File: config.mk
export PLATFORM = sky130hd
export DESIGN_NAME = mux_select_sequencer_flat
export DESIGN_NICKNAME = d
export VERILOG_FILES = /design/src/rtl/mux_select_sequencer_pkg.sv /design/src/rtl/mux_select_sequencer_if.sv /design/src/rtl/mux_select_sequencer_rr_pick4.sv /design/src/rtl/mux_select_sequencer.sv /design/src/flat_wrapper.sv
export SDC_FILE = /design/constraint.sdc
export NUM_CORES = 1
export LEC_CHECK = 0
export CAP_MARGIN = 20
export CORE_AREA = 5 5 50 52
export CTS_BUF_LIST = sky130_fd_sc_hd__clkbuf_8 sky130_fd_sc_hd__clkbuf_16
export CTS_CLUSTER_DIAMETER = 120
export DETAILED_ROUTE_END_ITERATION = 10
export DIE_AREA = 0 0 55 57
export GPL_TIMING_DRIVEN = 0
export PLACE_DENSITY_LB_ADDON = 0.3
export SLEW_MARGIN = 20
export SYNTH_ARGS = -nofsm -noshare
export SYNTH_HDL_FRONTEND = slang
export SYNTH_SLANG_ARGS = --single-unit
File: constraint.sdc
create_clock -name clk -period 2.4 [get_ports clk]
set_clock_uncertainty 0.1 [all_clocks]
set_input_delay 0.48 -clock clk [delete_from_list [all_inputs] [get_ports clk]]
set_output_delay 0.48 -clock clk [all_outputs]
set_load 0.01 [all_outputs]
File: src/rtl/mux_select_sequencer_pkg.sv
// Shared definitions for the mux select sequencer: channel indices,
// FSM state encoding and the rotating-priority winner search.
package mux_pkg;

    localparam int NUM_CH = 4;

    // Channel index as driven onto {S0,S1}; matches the downstream mux decode.
    localparam logic [1:0] CH_A = 2'b00;
    localparam logic [1:0] CH_B = 2'b01;
    localparam logic [1:0] CH_C = 2'b10;
    localparam logic [1:0] CH_D = 2'b11;

    typedef enum logic {
        IDLE = 1'b0,
        HOLD = 1'b1
    } seq_state_t;

    // Scans req starting just after last and wrapping round, so last itself
    // is the final candidate. Returns {found, idx}.
    function automatic logic [2:0] rr_pick(input logic [3:0] req,
                                           input logic [1:0] last);
        logic [2:0] result;
        logic [1:0] cand;
        result = 3'b000;
        for (int i = 1; i <= NUM_CH; i++) begin
            cand = last + 2'(i);
            if (!result[2] && req[cand]) begin
                result = {1'b1, cand};
            end
        end
        return result;
    endfunction

    // One-hot form of a channel index, same bit order as the request vector.
    function automatic logic [3:0] ch_onehot(input logic [1:0] idx);
        return 4'b0001 << idx;
    endfunction

endpackage

File: src/rtl/mux_select_sequencer_if.sv
// Request/select bundle between the requesters, the sequencer and the 4:1 mux.
// The master side is the sequencer (consumes EN/REQ, drives the selects);
// the slave side is whatever supplies requests and watches the grant.
interface mux_select_sequencer_if;

    logic       EN;
    logic [3:0] REQ;
    logic       S0;
    logic       S1;
    logic       VALID;
    logic [3:0] GRANT;

    modport master (
        input  EN,
        input  REQ,
        output S0,
        output S1,
        output VALID,
        output GRANT
    );

    modport slave (
        output EN,
        output REQ,
        input  S0,
        input  S1,
        input  VALID,
        input  GRANT
    );

endinterface

File: src/rtl/mux_select_sequencer_rr_pick4.sv
// Combinational 4-way rotating priority encoder. The search starts one past
// the last granted channel so every requester eventually gets a turn.
import mux_pkg::*;

module rr_pick4 (
    input  logic [3:0] req,
    input  logic [1:0] last,
    output logic       found,
    output logic [1:0] idx
);

    logic [2:0] pick;

    // Winner search is purely combinational; the caller registers the result.
    always_comb begin
        pick  = rr_pick(req, last);
        found = pick[2];
        idx   = pick[1:0];
    end

endmodule

File: src/rtl/mux_select_sequencer.sv
// Round-robin select generator for the downstream 4:1 data mux. Grants one
// requesting channel at a time, holds it for DWELL cycles (or until its
// request drops), then rotates. All outputs come straight from flops, so
// there is no combinational path from REQ/EN to the mux selects.
import mux_pkg::*;

module mux_select_sequencer #(
    parameter int DWELL = 4,
    parameter int CW    = 8
) (
    input  logic                    clk,
    input  logic                    rst_n,
    mux_select_sequencer_if.master  sel_if
);

    localparam logic [CW-1:0] CNT_RELOAD = CW'(DWELL - 1);

    seq_state_t    state;
    seq_state_t    state_nxt;
    logic [1:0]    ch;
    logic [1:0]    ch_nxt;
    logic [1:0]    last;
    logic [1:0]    last_nxt;
    logic [CW-1:0] cnt;
    logic [CW-1:0] cnt_nxt;
    logic          valid;
    logic          valid_nxt;
    logic [3:0]    grant;
    logic [3:0]    grant_nxt;

    logic          win_found;
    logic [1:0]    win_idx;
    logic          cur_req;
    logic          release_now;

    rr_pick4 u_pick (
        .req   (sel_if.REQ),
        .last  (last),
        .found (win_found),
        .idx   (win_idx)
    );

    // The held channel lets go when its own request drops or its dwell runs out.
    always_comb begin
        cur_req     = sel_if.REQ[ch];
        release_now = !cur_req || (cnt == '0);
    end

    // Next-state and next-output logic. A new winner is always loaded the same
    // way whether it comes from IDLE or from a back-to-back switch in HOLD;
    // in HOLD the search pointer equals the held channel, so the search begins
    // at the channel after it. S0/S1 and LAST are left alone when dropping to
    // IDLE so the mux keeps a stable select and fairness survives a disable.
    always_comb begin
        state_nxt = state;
        ch_nxt    = ch;
        last_nxt  = last;
        cnt_nxt   = cnt;
        valid_nxt = valid;
        grant_nxt = grant;

        unique case (state)
            IDLE: begin
                valid_nxt = 1'b0;
                grant_nxt = '0;
                if (sel_if.EN && win_found) begin
                    state_nxt = HOLD;
                    ch_nxt    = win_idx;
                    last_nxt  = win_idx;
                    cnt_nxt   = CNT_RELOAD;
                    valid_nxt = 1'b1;
                    grant_nxt = ch_onehot(win_idx);
                end
            end

            HOLD: begin
                if (!sel_if.EN) begin
                    state_nxt = IDLE;
                    valid_nxt = 1'b0;
                    grant_nxt = '0;
                end else if (release_now) begin
                    if (win_found) begin
                        state_nxt = HOLD;
                        ch_nxt    = win_idx;
                        last_nxt  = win_idx;
                        cnt_nxt   = CNT_RELOAD;
                        valid_nxt = 1'b1;
                        grant_nxt = ch_onehot(win_idx);
                    end else begin
                        state_nxt = IDLE;
                        valid_nxt = 1'b0;
                        grant_nxt = '0;
                    end
                end else begin
                    cnt_nxt = cnt - CW'(1);
                end
            end

            default: begin
                state_nxt = IDLE;
                valid_nxt = 1'b0;
                grant_nxt = '0;
            end
        endcase
    end

    // State, pointer, counter and output registers; reset puts LAST on D so
    // the very first search starts at channel A.
    always_ff @(posedge clk or negedge rst_n) begin
        if (!rst_n) begin
            state <= IDLE;
            ch    <= CH_A;
            last  <= CH_D;
            cnt   <= '0;
            valid <= 1'b0;
            grant <= '0;
        end else begin
            state <= state_nxt;
            ch    <= ch_nxt;
            last  <= last_nxt;
            cnt   <= cnt_nxt;
            valid <= valid_nxt;
            grant <= grant_nxt;
        end
    end

    // S0 carries the index MSB and S1 the LSB, matching the mux select pins.
    always_comb begin
        sel_if.S0    = ch[1];
        sel_if.S1    = ch[0];
        sel_if.VALID = valid;
        sel_if.GRANT = grant;
    end

endmodule
File: src/flat_wrapper.sv
// flat-port wrapper written by rule: the top's interface ports become plain ports
module mux_select_sequencer_flat 
#(
    parameter int DWELL = 4,
    parameter int CW    = 8
)
  (clk, rst_n, sel_if_EN, sel_if_REQ, sel_if_S0, sel_if_S1, sel_if_VALID, sel_if_GRANT);
  mux_select_sequencer_if sel_if_i ();
  input  logic clk;
  input  logic rst_n;
  input wire logic [$bits(sel_if_i.EN)-1:0] sel_if_EN;
  input wire logic [$bits(sel_if_i.REQ)-1:0] sel_if_REQ;
  output wire logic [$bits(sel_if_i.S0)-1:0] sel_if_S0;
  output wire logic [$bits(sel_if_i.S1)-1:0] sel_if_S1;
  output wire logic [$bits(sel_if_i.VALID)-1:0] sel_if_VALID;
  output wire logic [$bits(sel_if_i.GRANT)-1:0] sel_if_GRANT;
  assign sel_if_i.EN = sel_if_EN;
  assign sel_if_i.REQ = sel_if_REQ;
  assign sel_if_S0 = sel_if_i.S0;
  assign sel_if_S1 = sel_if_i.S1;
  assign sel_if_VALID = sel_if_i.VALID;
  assign sel_if_GRANT = sel_if_i.GRANT;
  mux_select_sequencer #(.DWELL(DWELL), .CW(CW)) u_core (.clk(clk), .rst_n(rst_n), .sel_if(sel_if_i));
endmodule
## Yosys cells after proc, flatten, opt, wreduce, memory -nomap -nowiden

Index checks and enable logic that the tools add are counted.
Widths: inputs -> output; s select.

| cells by class | value |
|---|---|
| equality and inequality tests | 6 |
| multiply operators | 0 |
| multiplexer cells | 37 |
| shift operators | 1 |
| $lt $le $gt $ge | 5 |
| bitwise gates (word level) | 1 |
| add/subtract/negate cells | 4 |
| div/mod/pow operators | 0 |
| reduce and logical (&&, ||, !) cells | 12 |

Operators by type and width:

| kind | number |
|---|---|
| $mux 8 | 4 |
| $mux 4 | 4 |
| $pmux 8 s2 | 1 |
| $lt 2x3->1 const B | 5 |
| $mux 3 | 4 |
| $mux 1 | 11 |
| $bmux 1 s2 | 5 |
| $logic_not 8->1 | 1 |
| $mux 2 | 4 |
| $pmux 4 s2 | 1 |
| $sub 8x1->8 const B | 1 |
| $ne 2x2->1 const B | 3 |
| $ne 3x3->1 const B | 2 |
| $add 2x2->2 const B | 2 |
| $logic_and 1x1->1 | 4 |
| $logic_not 1->1 | 4 |
| $pmux 1 s2 | 2 |
| $pmux 2 s2 | 1 |
| $reduce_and 4->1 | 1 |
| $shl 1x2->4 const A | 1 |
| $reduce_and 3->1 | 1 |
| $add 2x1->2 const B | 1 |
| $ne 2x1->1 const B | 1 |
| $logic_or 1x1->1 | 1 |
| $not 1->1 | 1 |

| storage, ports and cells | value |
|---|---|
| logic and storage cells | 72 |
| memory bits (writable) | 0 |
| input bits | 7 |
| memory bits (read-only) | 0 |
| memories | 0 |
| bits in latches | 0 |
| flip-flop bits (word level) | 18 |

## Logic depth before layout (Yosys ltp)

Gate-level depths: netlist of run 1.

| depth | value |
|---|---|
| word-level depth | 18 |
| mapped depth | 6 |

## Modules after synthesis

Synthesis of run 1 repeated with hierarchy kept, for this count alone.

| second synthesis, totals | value |
|---|---|
| cells, all modules | 109 |
| area total of the unflattened synthesis | 1117.3 sq um |

By module, submodules not included:

| module | times used | cells each | seq. area each (sq um) | area an instance (sq um) |
|---|---|---|---|---|
| mux_select_sequencer | 1 | 95 | 452.9 | 1026.0 |
| rr_pick4 | 1 | 14 | 0.0 | 91.3 |

## Worst setup path after synthesis of run 1

Ideal clock, no wire load.

| path | value |
|---|---|
| kind | register to register |
| start point | reg u_core.cnt[0] |
| end point | reg u_core.ch[1] |
| slack | 540 ps |
| path buffers | 0 |
| setup time | 118 ps |
| stages on the path, launching flop included | 7 |
| clock period less this slack | 1860 ps |
| arrival time | 1642 ps |
| data required time | 2182 ps |
| cells stage by stage | dfrtp_1 -> inv_1 -> ha_1 -> or3b_2 -> o211a_4 -> nand2b_4 -> a21o_1 |

| on the way | value |
|---|---|
| word-level cells in the longest chain between the ends | 4 |

Ends and longest elaborated chain:

| element | RTL line | RTL |
|---|---|---|
| start: declaration | mux_select_sequencer.sv:24 | `logic [CW-1:0] cnt;` |
| start signal: assignment | mux_select_sequencer.sv:121 | `cnt <= cnt_nxt;` |
| $logic_not 8->1 | mux_select_sequencer.sv:46 | `release_now = !cur_req \|\| (cnt == '0);` |
| $logic_or 1x1->1 | mux_select_sequencer.sv:46 |  |
| $ne 2x2->1 (no line) | n/a |  |
| $reduce_and 4->1 (no line) | n/a |  |
| end signal: assignment | mux_select_sequencer.sv:119 | `ch <= ch_nxt;` |
| end: declaration | mux_select_sequencer.sv:20 | `logic [1:0] ch;` |

No other way between the ends.
A chain may end at the register's enable or synchronous reset.

## Worst setup path in the final report of run 1

| path | value |
|---|---|
| start point | in sel_if_REQ[3] |
| end point | reg u_core.cnt[2] |

| on the way | value |
|---|---|
| word-level cells in the longest chain between the ends | 15 |
| elaborated cells between the ends (all ways) | 29 |
| those cells by class | eq/ne: 2; mux: 17; reduce/logical: 10 |

Ends and longest elaborated chain:

| element | RTL line | RTL |
|---|---|---|
| start: declaration | flat_wrapper.sv:12 | `input wire logic [$bits(sel_if_i.REQ)-1:0] sel_if_REQ;` |
| $bmux 1 s2 | mux_select_sequencer_pkg.sv:27 | `if (!result[2] && req[cand]) begin` |
| $mux 1 (implied by the code) | mux_select_sequencer_pkg.sv:27 |  |
| $mux 3 | mux_select_sequencer_pkg.sv:27 |  |
| $logic_not 1->1 | mux_select_sequencer_pkg.sv:27 |  |
| $logic_and 1x1->1 | mux_select_sequencer_pkg.sv:27 |  |
| $mux 3 | mux_select_sequencer_pkg.sv:27 |  |
| $logic_not 1->1 | mux_select_sequencer_pkg.sv:27 |  |
| $logic_and 1x1->1 | mux_select_sequencer_pkg.sv:27 |  |
| $mux 3 | mux_select_sequencer_pkg.sv:27 |  |
| $logic_not 1->1 | mux_select_sequencer_pkg.sv:27 |  |
| $logic_and 1x1->1 | mux_select_sequencer_pkg.sv:27 |  |
| $mux 3 | mux_select_sequencer_pkg.sv:27 |  |
| $logic_and 1x1->1 | mux_select_sequencer.sv:66 | `if (sel_if.EN && win_found) begin` |
| $ne 2x1->1 (no line) | n/a |  |
| $reduce_and 3->1 (no line) | n/a |  |

Several ways; a longest one is shown, not always the timed one. The select of a mux whose other input is x is not followed.

==> out/summary.txt, run 1 <==
Combinational Power Share: 38.6%
Initial antenna violation count: 0
First DRT Iteration DRCs: 16
GRT Residual Overflow: 0
Pint: 0.7327 mW
RSZ-0062 raised after global routing: no
Sink Count: 18
Core footprint: 2063 um^2
Global Route Usage Sum: 15.25%
FF+latch count, synth: 18
Worst slack, placed: -0.1342 ns
HPWL after DPL: 1459 um
Ys flop type: dfrtp_1
Setup bufs post-CTS: 0
Sequential group share of total power: 42.3%
Post-synthesis mux area share: 2.394%
Warnings, synthesis: 0
Root Driver: clkbuf_8
Switching Share: 34.52%
Setup ws final: 0.1319 ns
Worst min-delay path class: register to register
Largest family of logic cells by synthesized area: simple AND/OR/NAND/NOR gates
Final Hold Fails: 0
First drt pass iteration count: 4
Setup TNS: 0 ns
Starting Density: 45.60%
CTS clock-pin slew for the worst setup and hold paths: 0.07 ns
Post-synthesis compound-gate area fraction: 18.75%
Sequential area share after synthesis: 48.14%
Final WL: 2002 um
Layout Utilization: 55.79%
Adder-cell share of the synthesized area: 2.660%
Clk_lat worst skew: 0.26 ns
WP data arrival: 2.31 ns
Pins Over Slew Limit: 0
Nets: 110
Critical Path RT: 2.44 ns
Global-route wire length before repair: 3415 um
Std-Cell Rows: 17
EDFF count, synth: 0
P per Cell Area: 972.2 nW/um^2
PostCTS Resize Cnt: 0
Area Overhead vs Synth: 22.34%
IO Pins: 14
Async S/R FF share, synth: 100.0%
Crit Path Max Fanout: 9
Status: completed
MaxCap Viol Count: 0
Vias in the first global route: 719
Die Span Y: 57 um
Syn nets: 92
CTS Hold Bufs: 0
Worst-margin pin slew: 0.7642 ns
Final setup fails: 0
Die area: 3135 um^2
Simple-gate share of the synthesized area: 20.88%
Routed WL per cell: 15.64 um
Largest net degree at the start of global routing: 19
Layout cell share with drive strength beyond 1: 16.00%
PortBufs: 13
Vias per cell: 5.664
Xor and xnor area share after synthesis: 5.585%
Worst hold slack: 0.3832 ns
CTS Buf Count: 3
CTS tree: yes
Startpoint types: input port
Peak VDD IR: 669.0 uV
Mapped Area: 940.9 um^2
Syn Inst Count: 83
Fin crit share: 94.51%
Switching Power: 0.3863 mW
Setup CP Type: input port to register
Netlist cell types: 36
Lkg Pwr: 0.4937 nW
Via count: 725
Placed Instance Area: 1106 um^2
Routed Antenna Nets: 0
F_max: 440.9 MHz
# diodes: 0
Die Wd: 55 um
GP Congestion: 0.7557
CTS HTree Levels: 1
Final worst path period need: 2.268 ns
Fillers: 182
Setup crit end kind: register
DRC errors left: 0
Max clock buf depth: 2
Syn_area_per_cell: 11.34 um^2
Clk pwr share: 19.1%
Post-route cell area: 1151 um^2
Relative slew margins: 48.89%
[power by group through the flow]
stage	Clock [mW]	Sequential [mW]	Combinational, mW
floorplan	0	0.480	0.258
global placement	0	0.474	0.417
detailed placement	0	0.481	0.431
CTS	0.219	0.475	0.435
global route	0.234	0.491	0.467
finish	0.214	0.474	0.432
[cells in the mapped netlist (2+ instances only)]
cell type / instances / share of area (%)
o21ai_1: 2 / 1.1
a21o_1: 2 / 1.6
nor2_1: 10 / 4.0
xnor2_1: 2 / 1.9
nand2b_1: 4 / 2.7
nand2_1: 4 / 1.6
dfrtp_1: 16 / 43
a22o_1: 2 / 1.9
nor3_1: 2 / 1.1
a32o_1: 2 / 2.1
or3b_2: 2 / 1.9
o21ai_0: 4 / 2.1
inv_1: 3 / 1.2
ha_1: 2 / 2.7
dfstp_2: 2 / 5.6
xor2_1: 4 / 3.7
[worst paths after layout]
path,end,from,slack [ns],cells past startpoint
min in group asynchronous,u_core.cnt[5]$_DFFE_PN0P_,rst_n,0.57,1
max in group asynchronous,u_core.sel_if.GRANT[3]$_DFFE_PN0P_,rst_n,1.15,1
max,u_core.cnt[2]$_DFFE_PN0P_,sel_if_REQ[3],0.13,6
min,u_core.sel_if.VALID$_DFFE_PN0P_,u_core.sel_if.VALID$_DFFE_PN0P_,0.38,2
max reg2reg,u_core.sel_if.GRANT[2]$_DFFE_PN0P_,u_core.cnt[0]$_DFFE_PN0P_,0.40,6
min reg2reg,u_core.sel_if.VALID$_DFFE_PN0P_,u_core.sel_if.VALID$_DFFE_PN0P_,0.38,2
[area by class of cell]
type,count,area (um^2),area share (%)
clock buffers,3,41.29,3.587
flip-flops and latches,18,452.9,39.35
clock inverters,1,3.754,0.3261
well taps,28,35.03,3.043
multi-input cells,61,473.0,41.09
repair buffers,13,130.1,11.30
inverters,4,15.01,1.304
[worst max-delay path, cell delays in order]
cell	delay [ns]
clkdlybuf4s50_1	0.54
o41ai_4	0.76
inv_2	0.19
nand2_1	0.13
xor2_1	0.16
nor2_1	0.06
[sequential cells by signal, indices dropped and copies added, names as in the netlist]
name / flops
u_core.cnt: 8
u_core.sel_if.GRANT: 4
u_core.ch: 2
u_core.last: 2
u_core.sel_if.VALID: 1
u_core.state: 1
[cells by family (layout without fill, tap and decap cells)]
kind of cell	Yosys count	in the layout
muxes	1	1
AOI/OAI and AO/OA	20	20
buffers and inverters	4	21
DFF	18	18
adders and majority gates	2	2
xor gates and xnor gates	6	6
and+or+nand+nor	32	32
[metrics by stage]
| stage | instances | total power [mW] |
|---|---|---|
| after CTS | 128 | 1.129 |
| after global placement | 124 | 0.8901 |
| after detailed placement | 124 | 0.9113 |
| after floorplan | 83 | 0.7374 |
| after global routing | 128 | 1.192 |
| final | 128 | 1.119 |
[routing by layer]
layer,vias to the layer above,part of all wire [%],global-route usage [%]
met4,0,2.6,8.333
met3,5,4.7,3.916
met2,13,49,21.96
met1,369,44,20.64
li1,338,-,-
met5,-,0,0
[placed cells by master (no fill, tap or decap), drive strengths merged]
| cell | synthesis | layout |
|---|---|---|
| nor4 | 1 | 1 |
| clkdlybuf4s50 | 0 | 13 |
| nand2b | 5 | 5 |
| a311o | 1 | 1 |
| o2111a | 1 | 1 |
| a211oi | 1 | 1 |
| a22o | 2 | 2 |
| nor3 | 3 | 3 |
| nor3b | 1 | 1 |
| a22oi | 1 | 1 |
| o211a | 1 | 1 |
| a21oi | 1 | 1 |
| inv | 4 | 5 |
| or2 | 1 | 1 |
| nand4 | 1 | 1 |
| xnor2 | 2 | 2 |
| dfstp | 2 | 2 |
| clkbuf | 0 | 3 |
| a21boi | 1 | 1 |
| nand3 | 1 | 1 |
| or3b | 2 | 2 |
| dfrtp | 16 | 16 |
| o41ai | 1 | 1 |
| mux4 | 1 | 1 |
| a32o | 2 | 2 |
| ha | 2 | 2 |
| nor2 | 11 | 11 |
| xor2 | 4 | 4 |
| nand2 | 4 | 4 |
| a21o | 2 | 2 |
| or4 | 2 | 2 |
| o21ai | 6 | 6 |
(Power assumes the default switching activity.)
==> inputs of run 2 (changes only) <==
--- a/config.mk
+++ b/config.mk
@@ -6,13 +6,15 @@
 export NUM_CORES = 1
 export LEC_CHECK = 0
 export CAP_MARGIN = 20
-export CORE_AREA = 5 5 50 52
+export CELL_PAD_IN_SITES_DETAIL_PLACEMENT = 1
+export CELL_PAD_IN_SITES_GLOBAL_PLACEMENT = 2
+export CORE_AREA = 5 5 59 61
 export CTS_BUF_LIST = sky130_fd_sc_hd__clkbuf_8 sky130_fd_sc_hd__clkbuf_16
 export CTS_CLUSTER_DIAMETER = 120
 export DETAILED_ROUTE_END_ITERATION = 10
-export DIE_AREA = 0 0 55 57
+export DIE_AREA = 0 0 64 66
 export GPL_TIMING_DRIVEN = 0
-export PLACE_DENSITY_LB_ADDON = 0.3
+export PLACE_DENSITY_LB_ADDON = 0.1
 export SLEW_MARGIN = 20
 export SYNTH_ARGS = -nofsm -noshare
 export SYNTH_HDL_FRONTEND = slang
==> run 2 against run 1 <==
Compared with the run above: clock power rose by 17%; clock-buffer cell count rose by 1; global-route usage fell by 3.4 points.
==> out/summary.txt, run 2 (synthesis results as in run 1) <==
Reg2Reg Setup Slack: 0.38 ns
Pins Over Slew Limit: 0
Final worst path period need: 2.100 ns
Die Span Y: 66 um
Starting Density: 32.14%
Hold Path Stages: 2
CP peak stage delay: 0.63 ns
Area Overhead vs Synth: 27.26%
Global-route wire length before repair: 3967 um
CTS Buf Count: 3
Final Hold Fails: 0
Startpoint types: input port
Reg2reg end: u_core.sel_if.GRANT[2]$_DFFE_PN0P_
Layout Utilization: 40.90%
PostCTS Resize Cnt: 0
Worst r2r path cells: 5
Routed Antenna Nets: 0
# diodes: 0
Status: completed
GRT Residual Overflow: 0
Global Route Usage Sum: 11.90%
Worst-margin pin slew: 0.8496 ns
Peak VDD IR: 378.2 uV
Critical Path, Cell by Cell: clkdlybuf4s50_1 > o41ai_4 > buf_4 > buf_4 > or4_1 > xor2_1 > nor2_1
Initial antenna violation count: 0
Cell family contributing the most delay on the critical path: buffers and inverters
Largest net degree at the start of global routing: 19
Final WL: 2194 um
Setup crit end kind: register
DRC errors left: 0
F_max: 476.1 MHz
Final setup fails: 0
PnR Total Power: 1.161 mW
First drt pass iteration count: 3
IO Pins: 14
WP data arrival: 2.14 ns
Fin crit share: 87.51%
HPWL after DPL: 1600 um
Std-Cell Rows: 20
Routed WL per cell: 16.01 um
Crit-path most repeated cell: buf_4
P per Cell Area: 969.3 nW/um^2
Most frequent cells in the layout: dfrtp_1 (16), clkdlybuf4s50_1 (13), nor2_1 (10)
RSZ-0062 raised after global routing: no
Buf+Inv Stages, Crit Path: 3
Nets: 114
Min-Delay Endpoint: u_core.sel_if.VALID$_DFFE_PN0P_
First DRT Iteration DRCs: 24
CTS HTree Levels: 1
Core footprint: 2928 um^2
Die Wd: 64 um
Clk_lat worst skew: 0.25 ns
Vias per cell: 5.234
Crit Path Max Fanout: 7
Relative slew margins: 43.18%
Max clock buf depth: 2
Commonest non-fill, non-tap cell in the layout: dfrtp_1
Critical Path RT: 2.44 ns
Layout cell share with drive strength beyond 1: 20.19%
Fillers: 332
GP Congestion: 0.7009
Worst min-delay path class: register to register
CTS clock-pin slew for the worst setup and hold paths: 0.07 ns
PortBufs: 13
MaxCap Viol Count: 0
Vias in the first global route: 768
Setup CP Type: input port to register
Die area: 4224 um^2
CTS Hold Bufs: 0
CTS tree: yes
Root Driver: clkbuf_8
Reg with most FFs: u_core.cnt
Largest register FFs: 8
Lkg Pwr: 0.5146 nW
Reg2reg start: u_core.cnt[0]$_DFFE_PN0P_
Via count: 717
Worst path slowest cell: clkdlybuf4s50_1
Sink Count: 18
Hold Startpoint: u_core.sel_if.VALID$_DFFE_PN0P_
run 2: what timing repair did:
item / in CTS / in global routing
hold endpoints to repair: 0 / 0
setup buffers: 0 / 4
endpoints found under the setup margin: 0 / 3
run 2: how the worst max path moves through the flow:
stage / slack [ns] / endpoint / cells past startpoint / from
after floorplan: 0.54 / u_core.ch[1]$_DFFE_PN0P_ / 6 / u_core.cnt[0]$_DFFE_PN0P_
after global placement: -0.17 / u_core.cnt[7]$_DFFE_PN0P_ / 6 / sel_if_REQ[2]
after detailed placement: -0.19 / u_core.cnt[7]$_DFFE_PN0P_ / 6 / sel_if_REQ[2]
after CTS: 0.08 / u_core.cnt[7]$_DFFE_PN0P_ / 6 / sel_if_REQ[2]
after global routing: 0.22 / u_core.sel_if.GRANT[0]$_DFFE_PN0P_ / 5 / sel_if_REQ[3]
final: 0.30 / u_core.cnt[4]$_DFFE_PN0P_ / 7 / sel_if_REQ[3]
run 2: power breakdown:
group          internal (mW)  total [mW]  switching (mW)
Combinational          0.225       0.434           0.210
Sequential             0.399       0.477          0.0775
Clock                  0.146       0.250           0.104
Total                  0.769        1.16           0.391
run 2: cell type report:
type                    instances  area (um^2)  share of cell area (%)
well taps                      33        41.29                   3.448
clock buffers                   4        55.05                   4.598
repair buffers                 17        160.2                   13.38
flip-flops and latches         18        452.9                   37.83
inverters                       4        15.01                   1.254
multi-input cells              61        473.0                   39.50
run 2: routing by layer:
layer,vias to the layer above,global-route usage (%),share of wire (%)
met5,-,0,0
met2,9,16.21,43
met3,2,2.891,3.6
li1,343,-,-
met4,0,3.117,0.50
met1,363,18.32,53
run 2: worst min-delay path, cell delays in order, from the launching register on:
cell and delay, ns:
dfrtp_1 0.35, nand2_1 0.05, nand2_1 0.06
run 2: per-stage QoR:
| step | area (um^2) | hold slack, ns | TNS, ns | worst slack [ns] | cells |
|---|---|---|---|---|---|
| after floorplan | 940.9 | 0.08441 | 0 | 0.5404 | 83 |
| after global placement | 1112 | 0.3631 | -0.9033 | -0.1749 | 129 |
| after detailed placement | 1112 | 0.3760 | -0.8906 | -0.1852 | 129 |
| after CTS | 1167 | 0.3936 | 0 | 0.08151 | 133 |
| after global routing | 1197 | 0.4230 | 0 | 0.2202 | 137 |
| final | 1197 | 0.3861 | 0 | 0.2997 | 137 |
